File: src/rtl/exec_decode_unit_pkg.sv
// ----------------------------------------------------------------------------
// exec_decode_unit_pkg
// Shared constants for the EX-stage decode/execute slice: instruction opcodes,
// R-type funct codes, the 2-bit aluop classes handed from the main decoder to
// the ALU-control decoder, the 4-bit ALU operation codes, and the bit indices
// used inside the 2-bit branch control vector.
// ----------------------------------------------------------------------------
package exec_decode_unit_pkg;

    // Instruction opcodes (instruction bits [31:26])
    localparam logic [5:0] OP_RTYPE = 6'b000000;
    localparam logic [5:0] OP_LW    = 6'b100011;
    localparam logic [5:0] OP_SW    = 6'b101011;
    localparam logic [5:0] OP_BEQ   = 6'b000100;
    localparam logic [5:0] OP_BNE   = 6'b000101;
    localparam logic [5:0] OP_ADDI  = 6'b001000;

    // R-type funct codes (instruction bits [5:0])
    localparam logic [5:0] FUNCT_ADD = 6'b100000;
    localparam logic [5:0] FUNCT_SUB = 6'b100010;
    localparam logic [5:0] FUNCT_AND = 6'b100100;
    localparam logic [5:0] FUNCT_OR  = 6'b100101;
    localparam logic [5:0] FUNCT_NOR = 6'b100111;
    localparam logic [5:0] FUNCT_SLT = 6'b101010;

    // Classes of ALU usage chosen by the main decoder
    localparam logic [1:0] ALUOP_MEM    = 2'b00;
    localparam logic [1:0] ALUOP_BRANCH = 2'b01;
    localparam logic [1:0] ALUOP_RTYPE  = 2'b10;

    // ALU operation codes
    localparam logic [3:0] ALU_AND = 4'b0000;
    localparam logic [3:0] ALU_OR  = 4'b0001;
    localparam logic [3:0] ALU_ADD = 4'b0010;
    localparam logic [3:0] ALU_SUB = 4'b0110;
    localparam logic [3:0] ALU_SLT = 4'b0111;
    localparam logic [3:0] ALU_NOR = 4'b1100;

    // Bit positions inside the branch control vector
    localparam int BRANCH_BEQ = 0;
    localparam int BRANCH_BNE = 1;

endpackage

File: src/rtl/exec_decode_unit_alu32.sv
// ----------------------------------------------------------------------------
// alu32
// 32-bit ALU with a zero flag.
// Ports:
//   a, b    in  32  operands
//   aluctl  in  4   operation code
//   result  out 32  operation result (wraps modulo 2^32, no overflow trap)
//   zero    out 1   high when result is all zeros
// ----------------------------------------------------------------------------
module alu32
    import exec_decode_unit_pkg::*;
(
    input  logic [31:0] a,
    input  logic [31:0] b,
    input  logic [3:0]  aluctl,
    output logic [31:0] result,
    output logic        zero
);

    always_comb begin
        result = '0;
        case (aluctl)
            ALU_AND: result = a & b;
            ALU_OR:  result = a | b;
            ALU_ADD: result = a + b;
            ALU_SUB: result = a - b;
            // slt compares as two's-complement, not unsigned
            ALU_SLT: result = {31'b0, ($signed(a) < $signed(b))};
            ALU_NOR: result = ~(a | b);
            default: result = '0;
        endcase
    end

    assign zero = (result == 32'b0);

endmodule

File: src/rtl/exec_decode_unit_alu_ctl_decode.sv
// ----------------------------------------------------------------------------
// alu_ctl_decode
// Chooses the ALU operation from the aluop class and, for R-type, the funct.
// Ports:
//   aluop   in  2   class from main_control
//   funct   in  6   R-type function field
//   aluctl  out 4   ALU operation code
// Anything not explicitly decoded falls back to add.
// ----------------------------------------------------------------------------
module alu_ctl_decode
    import exec_decode_unit_pkg::*;
(
    input  logic [1:0] aluop,
    input  logic [5:0] funct,
    output logic [3:0] aluctl
);

    always_comb begin
        aluctl = ALU_ADD;
        case (aluop)
            ALUOP_BRANCH: aluctl = ALU_SUB;
            ALUOP_RTYPE: begin
                case (funct)
                    FUNCT_ADD: aluctl = ALU_ADD;
                    FUNCT_SUB: aluctl = ALU_SUB;
                    FUNCT_AND: aluctl = ALU_AND;
                    FUNCT_OR:  aluctl = ALU_OR;
                    FUNCT_NOR: aluctl = ALU_NOR;
                    FUNCT_SLT: aluctl = ALU_SLT;
                    default:   aluctl = ALU_ADD;
                endcase
            end
            default: aluctl = ALU_ADD;
        endcase
    end

endmodule

File: src/rtl/exec_decode_unit_main_control.sv
// ----------------------------------------------------------------------------
// main_control
// Decodes the 6-bit opcode into the datapath control signals.
// Ports:
//   opcode   in  6   instruction bits [31:26]
//   regdst, alusrc, memtoreg, regwrite, memread, memwrite  out 1 each
//   branch   out 2   bit BRANCH_BEQ / BRANCH_BNE
//   aluop    out 2   ALU usage class for alu_ctl_decode
// Unrecognised opcodes leave every output low, turning them into NOPs.
// ----------------------------------------------------------------------------
module main_control
    import exec_decode_unit_pkg::*;
(
    input  logic [5:0] opcode,
    output logic       regdst,
    output logic       alusrc,
    output logic       memtoreg,
    output logic       regwrite,
    output logic       memread,
    output logic       memwrite,
    output logic [1:0] branch,
    output logic [1:0] aluop
);

    always_comb begin
        regdst   = 1'b0;
        alusrc   = 1'b0;
        memtoreg = 1'b0;
        regwrite = 1'b0;
        memread  = 1'b0;
        memwrite = 1'b0;
        branch   = 2'b00;
        aluop    = ALUOP_MEM;
        case (opcode)
            OP_RTYPE: begin
                regdst   = 1'b1;
                regwrite = 1'b1;
                aluop    = ALUOP_RTYPE;
            end
            OP_LW: begin
                alusrc   = 1'b1;
                memtoreg = 1'b1;
                regwrite = 1'b1;
                memread  = 1'b1;
            end
            OP_SW: begin
                alusrc   = 1'b1;
                memwrite = 1'b1;
            end
            OP_BEQ: begin
                branch[BRANCH_BEQ] = 1'b1;
                aluop              = ALUOP_BRANCH;
            end
            OP_BNE: begin
                branch[BRANCH_BNE] = 1'b1;
                aluop              = ALUOP_BRANCH;
            end
            OP_ADDI: begin
                alusrc   = 1'b1;
                regwrite = 1'b1;
            end
            default: begin
            end
        endcase
    end

endmodule

File: src/rtl/exec_decode_unit.sv
// ----------------------------------------------------------------------------
// exec_decode_unit
// EX-stage slice: main decode, ALU-control decode and 32-bit ALU, all
// combinational, plus an EX/MEM capture register for result and zero.
// Ports:
//   clk, reset, flush     in   clock, sync active-high reset, sync flush
//   opcode                in 6  instruction [31:26]
//   a, b_reg, seimm       in 32 rs data, rt data, sign-extended immediate
//   regdst..alusrc        out 1 main control (combinational)
//   branch, aluop         out 2 (combinational)
//   aluctl                out 4 (combinational)
//   result, zero          out   ALU outputs (combinational)
//   result_q, zero_q      out   registered copies for the MEM stage
// ----------------------------------------------------------------------------
module exec_decode_unit
    import exec_decode_unit_pkg::*;
(
    input  logic        clk,
    input  logic        reset,
    input  logic        flush,
    input  logic [5:0]  opcode,
    input  logic [31:0] a,
    input  logic [31:0] b_reg,
    input  logic [31:0] seimm,
    output logic        regdst,
    output logic        memread,
    output logic        memwrite,
    output logic        memtoreg,
    output logic        regwrite,
    output logic        alusrc,
    output logic [1:0]  branch,
    output logic [1:0]  aluop,
    output logic [3:0]  aluctl,
    output logic [31:0] result,
    output logic        zero,
    output logic [31:0] result_q,
    output logic        zero_q
);

    logic [31:0] alu_b;

    main_control u_main_control (
        .opcode   (opcode),
        .regdst   (regdst),
        .alusrc   (alusrc),
        .memtoreg (memtoreg),
        .regwrite (regwrite),
        .memread  (memread),
        .memwrite (memwrite),
        .branch   (branch),
        .aluop    (aluop)
    );

    // funct lives in the low six bits of the sign-extended immediate
    alu_ctl_decode u_alu_ctl_decode (
        .aluop  (aluop),
        .funct  (seimm[5:0]),
        .aluctl (aluctl)
    );

    assign alu_b = alusrc ? seimm : b_reg;

    alu32 u_alu32 (
        .a      (a),
        .b      (alu_b),
        .aluctl (aluctl),
        .result (result),
        .zero   (zero)
    );

    // EX/MEM capture; flush squashes the stage exactly like reset
    always_ff @(posedge clk) begin
        if (reset || flush) begin
            result_q <= '0;
            zero_q   <= 1'b0;
        end else begin
            result_q <= result;
            zero_q   <= zero;
        end
    end

endmodule

File: config.mk
export PLATFORM = sky130hd
export DESIGN_NAME = exec_decode_unit
export DESIGN_NICKNAME = d
export VERILOG_FILES = /design/src/rtl/exec_decode_unit_pkg.sv /design/src/rtl/exec_decode_unit_alu32.sv /design/src/rtl/exec_decode_unit_alu_ctl_decode.sv /design/src/rtl/exec_decode_unit_main_control.sv /design/src/rtl/exec_decode_unit.sv
export SDC_FILE = /design/constraint.sdc
export NUM_CORES = 1
export LEC_CHECK = 0
export BUFFER_PORTS_ARGS = -buffer_cell sky130_fd_sc_hd__buf_2
export CAP_MARGIN = 20
export CELL_PAD_IN_SITES_DETAIL_PLACEMENT = 2
export CELL_PAD_IN_SITES_GLOBAL_PLACEMENT = 2
export CORE_UTILIZATION = 30
export DETAILED_ROUTE_END_ITERATION = 16
export PLACE_DENSITY = 0.81
export SLEW_MARGIN = 40
export SYNTH_ARGS = -nofsm -noshare
export SYNTH_HDL_FRONTEND = slang
export SYNTH_SLANG_ARGS = --single-unit
File: constraint.sdc
create_clock -name clk -period 7.6 [get_ports clk]
set_input_delay 1.52 -clock clk [delete_from_list [all_inputs] [get_ports clk]]
set_output_delay 1.52 -clock clk [all_outputs]
set_load 0.01 [all_outputs]
=== Word level (Yosys, flattened, before mapping) ===
Cells that the tools add are included.
W data, S select, Z words.

* Flip-flop bits (word level): 33
* Bits of input ports: 105
* Logic and storage cells: 44
* Output and inout port bits: 80

* Equality and inequality tests: 17
* Add/subtract/negate cells: 2
* Muxes and demuxes: 12
* Bitwise logic cells: 3
* Magnitude comparators: 1
* Reductions and logical operators: 7

{| class="wikitable"
|+ Operators by type and width
! operator !! number
|-
| $pmux W32 S6 || 1
|-
| $eq A6 B6 Y1 const B || 7
|-
| $add A32 B32 Y32 || 1
|-
| $and A32 B32 Y32 || 1
|-
| $logic_not A32 Y1 || 1
|-
| $lt A32 B32 Y1 || 1
|-
| $mux W32 || 1
|-
| $not A32 Y32 || 1
|-
| $or A32 B32 Y32 || 1
|-
| $sub A32 B32 Y32 || 1
|-
| $pmux W4 S5 || 1
|-
| $eq A6 B3 Y1 const B || 2
|-
| $eq A4 B3 Y1 const B || 2
|-
| $pmux W4 S2 || 1
|-
| $mux W1 || 7
|-
| $eq A6 B4 Y1 const B || 1
|-
| $logic_not A6 Y1 || 1
|-
| $reduce_or A3 Y1 || 2
|-
| $eq A4 B1 Y1 const B || 1
|-
| $eq A4 B2 Y1 const B || 1
|-
| $eq A4 B4 Y1 const B || 1
|-
| $logic_not A4 Y1 || 1
|-
| $pmux W2 S2 || 1
|-
| $eq A2 B1 Y1 const B || 1
|-
| other kinds (3) || 3
|}

=== Depth between registers and ports, before layout ===
* Depth after elaboration: 8
* Depth in mapped cells: 21
* Depth with buffers taken out: 20

=== Hierarchy ===
Synthesis repeated with hierarchy kept, for this count alone.

* Cells, all modules: 1017
* Area total of the unflattened synthesis: 7502.2 µm²

{| class="wikitable"
|+ Modules (own cells, without submodules)
! module !! instances !! cells an instance !! seq. area each (µm²) !! area each (µm²)
|-
| alu32 || 1 || 871 || 0.0 || 5754.3
|-
| exec_decode_unit || 1 || 110 || 660.6 || 1490.2
|-
| alu_ctl_decode || 1 || 20 || 0.0 || 142.6
|-
| main_control || 1 || 16 || 0.0 || 115.1
|}

=== Worst setup path before layout ===
Ideal clock, no wire load.

* Path type: in2out
* Start: input port opcode[1]
* End: output port zero
* Path buffers: 1
* Path slack: 306 ps
* Required time: 6080 ps
* Arrival time: 5774 ps
* Stages on the path: 20
* Path through: nor3_1 > nand2_1 > a211o_1 > inv_1 > buf_1 > nand2_1 > nand2_1 > ha_1 > inv_1 > fa_1 > nand2b_1 > a21oi_1 > o21ai_0 > a31oi_1 > a31oi_1 > mux2i_1 > nand4bb_1 > or3_1 > or4_1 > nor4_2

* Cells in the longest elaborated chain, start to end: 8
* Elaborated cells on any way between the ends: 28
* Those cells by class: add/sub: 2; order compare: 1; eq/ne: 12; mux: 5; bitwise: 3; reduce/logical: 5

{| class="wikitable"
|+ RTL lines
! element !! line !! RTL
|-
| start, declared || exec_decode_unit.sv:21 || <nowiki>input logic [5:0] opcode,</nowiki>
|-
| parallel branches: the longest is 6 deep, another holds $sub A32 B32 Y32 || n/a ||
|-
| $pmux W32 S6 * || exec_decode_unit_alu32.sv:22 || <nowiki>case (aluctl)</nowiki>
|-
| via result[30] || exec_decode_unit.sv:34 || <nowiki>output logic [31:0] result,</nowiki>
|-
| $logic_not A32 Y1 * || exec_decode_unit_alu32.sv:34 || <nowiki>assign zero = (result == 32'b0);</nowiki>
|-
| end, declared || exec_decode_unit.sv:35 || <nowiki>output logic zero,</nowiki>
|}

Mark *: on every way through the listed nets, which the timed path passes.

=== Worst setup path after layout ===
* Start: input port opcode[5]
* End: output port zero

* Cells in the longest elaborated chain, start to end: 8
* Elaborated cells on any way between the ends: 28
* Those cells by class: add/sub: 2; order compare: 1; eq/ne: 12; mux: 5; bitwise: 3; reduce/logical: 5

{| class="wikitable"
|+ RTL lines
! element !! line
|-
| parallel branches: the longest is 6 deep, another holds $sub A32 B32 Y32 || n/a
|-
| $pmux W32 S6 * || exec_decode_unit_alu32.sv:22
|-
| $logic_not A32 Y1 * || exec_decode_unit_alu32.sv:34
|}

Mark *: on every way between the ends.

==> metrics.txt <==
# TYPE chip_impl_metric gauge
chip_impl_metric{name="postSynthCellCount",unit=""} 1081
chip_impl_metric{name="vias_per_cell",unit=""} 6.49
chip_impl_metric{name="core_rows",unit=""} 56
chip_impl_info{name="run_status",value="complete, but fails checks"} 1
chip_impl_info{name="clock_tree.root_cell",value="sky130_fd_sc_hd__clkbuf_16"} 1
chip_impl_info{name="timing.hold.worst.start",value="flush"} 1
chip_impl_metric{name="antenna_found_initial",unit=""} 2
chip_impl_metric{name="numCtsBuffers",unit=""} 5
chip_impl_metric{name="dp_hpwl",unit="um"} 34500
chip_impl_metric{name="post_drt_wl_per_cell",unit="um"} 32.1
chip_impl_metric{name="yosysWarningCount",unit=""} 0
chip_impl_metric{name="share_seq_of_total_power",unit="%"} 13.0
chip_impl_info{name="clock_tree_from_tritoncts",value="done"} 1
chip_impl_info{name="min_path_type",value="primary input to register"} 1
chip_impl_metric{name="switchingPower",unit="mW"} 0.761
chip_impl_metric{name="fp.dieArea",unit="um2"} 24900
chip_impl_metric{name="final-setup-viol-count",unit=""} 3
chip_impl_metric{name="maxCapViolCount",unit=""} 0
chip_impl_info{name="worst_hold_path.endpoint",value="zero_q"} 1
chip_impl_metric{name="timing.hold.ws",unit="ps"} 1410
chip_impl_metric{name="grt_start_max_net_pins",unit=""} 32
chip_impl_metric{name="drc",unit=""} 0
chip_impl_metric{name="numPortBuffers",unit=""} 184
chip_impl_metric{name="worstMarginPinSlew",unit="ps"} 1010
chip_impl_metric{name="synth.avg_cell_area",unit="um2"} 6.73
chip_impl_metric{name="routabilityCongestion",unit=""} 0.947
chip_impl_metric{name="number_of_sinks_on_the_clock_net",unit=""} 33
chip_impl_metric{name="clkSlewWorstSetupHoldPaths",unit="ps"} 60
chip_impl_metric{name="vdd.ir_drop.worst",unit="uV"} 87.7
chip_impl_metric{name="synth.net_count",unit=""} 1298
chip_impl_metric{name="grt_use_total",unit="%"} 36.2
chip_impl_metric{name="setup-tns-final",unit="ps"} -781
chip_impl_metric{name="asyncSetResetFlopFracSynth",unit="%"} 0
chip_impl_metric{name="ys_seq_elements",unit=""} 33
chip_impl_info{name="critical-path-slowest-cell",value="sky130_fd_sc_hd__o21ai_0"} 1
chip_impl_metric{name="finalWorstSetupSlack",unit="ps"} -651
chip_impl_metric{name="first_global_vias",unit=""} 11500
chip_impl_metric{name="yosysSeqAreaShare",unit="%"} 9.09
chip_impl_info{name="crit_path_cell_trace",value="buf_8, nor3_4, nand2_1, a211o_4, buf_4, clkbuf_16, nand2_1, nand2_1, inv_1, ha_1, nor3b_2, a211oi_1, buf_4, a21oi_2, a211oi_4, buf_4, o21ai_0, o21ai_0, nor2_1, o21a_1, nand4_1, nor4_4, buf_2"} 1
chip_impl_metric{name="nNetsFinal",unit=""} 1649
chip_impl_info{name="worst-setup-path-type",value="primary input to output pin"} 1
chip_impl_metric{name="detailedRoute.firstPassIterationCount",unit=""} 6
chip_impl_metric{name="wire_length_of_the_first_global_routing_pass",unit="um"} 68100
chip_impl_metric{name="power.share.combinational",unit="%"} 71.5
chip_impl_info{name="unrepaired_setup_endpoints_after_global_routing",value="yes"} 1
chip_impl_metric{name="critical_path.max_stage_delay",unit="ps"} 490
chip_impl_metric{name="area.growth.synth_to_final",unit="%"} 47.4
chip_impl_metric{name="leakagePower",unit="nW"} 5.38
chip_impl_metric{name="share_of_power_burned_in_the_clock_network",unit="%"} 15.6
chip_impl_info{name="worst_path_dominant_cell_family",value="compound AO/OA/AOI/OAI gates"} 1
chip_impl_metric{name="route.final.wire_length",unit="um"} 56200
chip_impl_info{name="worst_setup_path_end_kind",value="output pin"} 1
chip_impl_metric{name="p_int",unit="mW"} 0.714
chip_impl_metric{name="powerDensity",unit="nW/um2"} 138
chip_impl_metric{name="fp.coreArea",unit="um2"} 23600
chip_impl_metric{name="fmax",unit="MHz"} 121
chip_impl_metric{name="boundaryPins",unit=""} 185
chip_impl_metric{name="detail-route-antenna-nets",unit=""} 0
chip_impl_metric{name="timing.critical_path.required",unit="ps"} 6080
chip_impl_metric{name="finalCriticalPeriod",unit="ps"} 8250
chip_impl_metric{name="synth_enable_flop_cells",unit=""} 0
chip_impl_metric{name="floorplan.initialDensity",unit="%"} 30.8
chip_impl_metric{name="max-clock-path-buffers",unit=""} 2
chip_impl_metric{name="die_x",unit="um"} 158
chip_impl_metric{name="timing.final.hold_violations",unit=""} 0
chip_impl_info{name="violations",value="setup timing"} 1
chip_impl_metric{name="final_max_slew_viol_count",unit=""} 0
chip_impl_metric{name="timing.final.crit_share",unit="%"} 109
chip_impl_info{name="worst_setup_path_start_kind",value="primary input"} 1
chip_impl_metric{name="die_h",unit="um"} 158
chip_impl_metric{name="synth_cell_type_count",unit=""} 88
chip_impl_metric{name="dr_total_vias",unit=""} 11400
chip_impl_metric{name="cp.buffers_inverters",unit=""} 7
chip_impl_metric{name="share_of_final_layout_standard_cells_stronger_than_drive_strength_1",unit="%"} 35.6
chip_impl_metric{name="initialDrtViolationCount",unit=""} 1137
chip_impl_metric{name="synth_area",unit="um2"} 7270
chip_impl_metric{name="timing.slew.headroom",unit="%"} 32.1
chip_impl_metric{name="critical_path_arrival",unit="ps"} 6730
chip_impl_metric{name="total_overflow_reported_by_the_global_router",unit=""} 0
chip_impl_info{name="synth_top_flop_cell",value="sky130_fd_sc_hd__dfxtp_1"} 1
chip_impl_metric{name="power_switching_share",unit="%"} 51.6
chip_impl_metric{name="worstPathMaxFanout",unit=""} 6
chip_impl_metric{name="hold_depth",unit=""} 2
chip_impl_metric{name="cts_htree_levels",unit=""} 2
state kept, by name (all words and copies together), names as in the netlist:
name / count
result_q: 32
zero_q: 1
power groups by stage:
| stage | sequential, mW | combinational (mW) | clock [mW] |
|---|---|---|---|
| floorplan | 0.202 | 0.414 | 0 |
| global placement | 0.194 | 0.806 | 0 |
| detailed placement | 0.195 | 0.850 | 0 |
| CTS | 0.191 | 0.890 | 0.221 |
| global route | 0.193 | 1.08 | 0.235 |
| finish | 0.192 | 1.05 | 0.229 |
cells by family (layout without fill, tap and decap cells):
logic type | after synthesis | in the layout | synth area share, %
AO/OA/AOI/OAI | 335 | 335 | 32.1
XOR/XNOR | 16 | 16 | 1.93
adder cells (fa/ha/maj) | 112 | 112 | 19.5
buffers and inverters | 168 | 520 | 9.40
flip-flops | 33 | 33 | 9.09
multiplexers | 8 | 8 | 1.10
other | 0 | 1 | 0
AND/OR/NAND/NOR | 409 | 409 | 26.9
through the flow:
step,power (mW),cell area (um2),cells,worst slack (ps),utilization [%]
6_report,1.48,10700,1753,-651,45.4
5_1_grt,1.51,10700,1752,-753,45.4
3_3_place_gp,1.00,9830,1725,-324,41.6
3_5_place_dp,1.04,9830,1725,-583,41.6
4_1_cts,1.30,10300,1739,0.0595,43.6
2_1_floorplan,0.616,7270,1081,306,-
layer usage:
layer	GRT usage (%)	routed length, um	part of all wire, %
met5	0	0	0
met4	20.0	4660	8.3
met3	6.21	5360	9.5
met2	63.9	26100	46
met1	41.3	20100	36
Yosys cell counts (5+ instances only):
library cell	number	share of area [%]
sky130_fd_sc_hd__o2111ai_1	5	0.60
sky130_fd_sc_hd__ha_1	110	19
sky130_fd_sc_hd__mux2i_1	8	1.1
sky130_fd_sc_hd__clkbuf_1	25	1.3
sky130_fd_sc_hd__o21ai_0	50	3.4
sky130_fd_sc_hd__and2_1	5	0.43
sky130_fd_sc_hd__a211oi_1	10	1.0
sky130_fd_sc_hd__nand2_1	147	7.6
sky130_fd_sc_hd__xnor2_1	14	1.7
sky130_fd_sc_hd__or3_1	7	0.60
sky130_fd_sc_hd__nor4_1	11	0.95
sky130_fd_sc_hd__nor2b_1	28	2.4
sky130_fd_sc_hd__o221ai_1	9	1.1
sky130_fd_sc_hd__buf_4	5	0.52
sky130_fd_sc_hd__o22ai_1	16	1.4
sky130_fd_sc_hd__o21a_1	7	0.72
sky130_fd_sc_hd__a21boi_0	8	0.83
sky130_fd_sc_hd__or2_2	5	0.43
sky130_fd_sc_hd__nand3_1	24	1.7
sky130_fd_sc_hd__o21bai_1	7	0.72
sky130_fd_sc_hd__nor2_1	107	5.5
sky130_fd_sc_hd__buf_2	15	1.0
sky130_fd_sc_hd__o31ai_1	16	1.7
sky130_fd_sc_hd__nor3_1	24	1.7
sky130_fd_sc_hd__inv_1	113	5.8
sky130_fd_sc_hd__nand4_1	9	0.77
sky130_fd_sc_hd__o211a_1	8	1.1
sky130_fd_sc_hd__a21oi_1	80	5.5
sky130_fd_sc_hd__o211ai_1	9	0.93
sky130_fd_sc_hd__a31oi_1	7	0.60
sky130_fd_sc_hd__dfxtp_1	33	9.1
sky130_fd_sc_hd__a21o_1	14	1.4
sky130_fd_sc_hd__nand2b_1	7	0.60
sky130_fd_sc_hd__a22oi_1	31	3.2
sky130_fd_sc_hd__o22a_1	7	0.84
sky130_fd_sc_hd__a221o_1	7	0.96
placed cells by master, fill, tap and decap left out, types with 24 or more instances in the layout:
cell and n:
sky130_fd_sc_hd__buf_4 200, sky130_fd_sc_hd__inv_1 109, sky130_fd_sc_hd__o21ai_0 40, sky130_fd_sc_hd__nand2_1 140
sky130_fd_sc_hd__nor2_1 104, sky130_fd_sc_hd__dfxtp_1 33, sky130_fd_sc_hd__ha_1 103, sky130_fd_sc_hd__nor2b_1 27
sky130_fd_sc_hd__nand3_1 24, sky130_fd_sc_hd__a22oi_1 31, sky130_fd_sc_hd__buf_2 182, sky130_fd_sc_hd__a21oi_1 67
what timing repair did:
action / CTS / global route
hold buffers: 0 / 0
endpoints found under the setup margin: 2 / 2
cloned: 0 / 2
buffers inserted: 6 / 11
pin swaps: 16 / 28
resized for setup: 61 / 72
hold endpoints to repair: 0 / 0
worst max path at each step:
stage	startpoint	end	slack, ps	depth (start not counted)
global placement	opcode[1]	zero	-320	20
finish	opcode[5]	zero	-650	23
CTS	opcode[1]	zero	0.06	23
global route	opcode[5]	zero	-750	23
floorplan	opcode[1]	zero	310	20
detailed placement	opcode[1]	zero	-580	20
final cells by class:
type / count / area (um2)
antenna: 1 / 2.50
clock buffer: 5 / 125
clock inverter: 3 / 17.5
fill: 2790 / 12900
inverter: 117 / 447
multi-input combinational: 880 / 6450
sequential: 33 / 661
tap: 319 / 399
timing repair buffer: 395 / 2620
No activity file was read; power rests on OpenSTA's default activity.
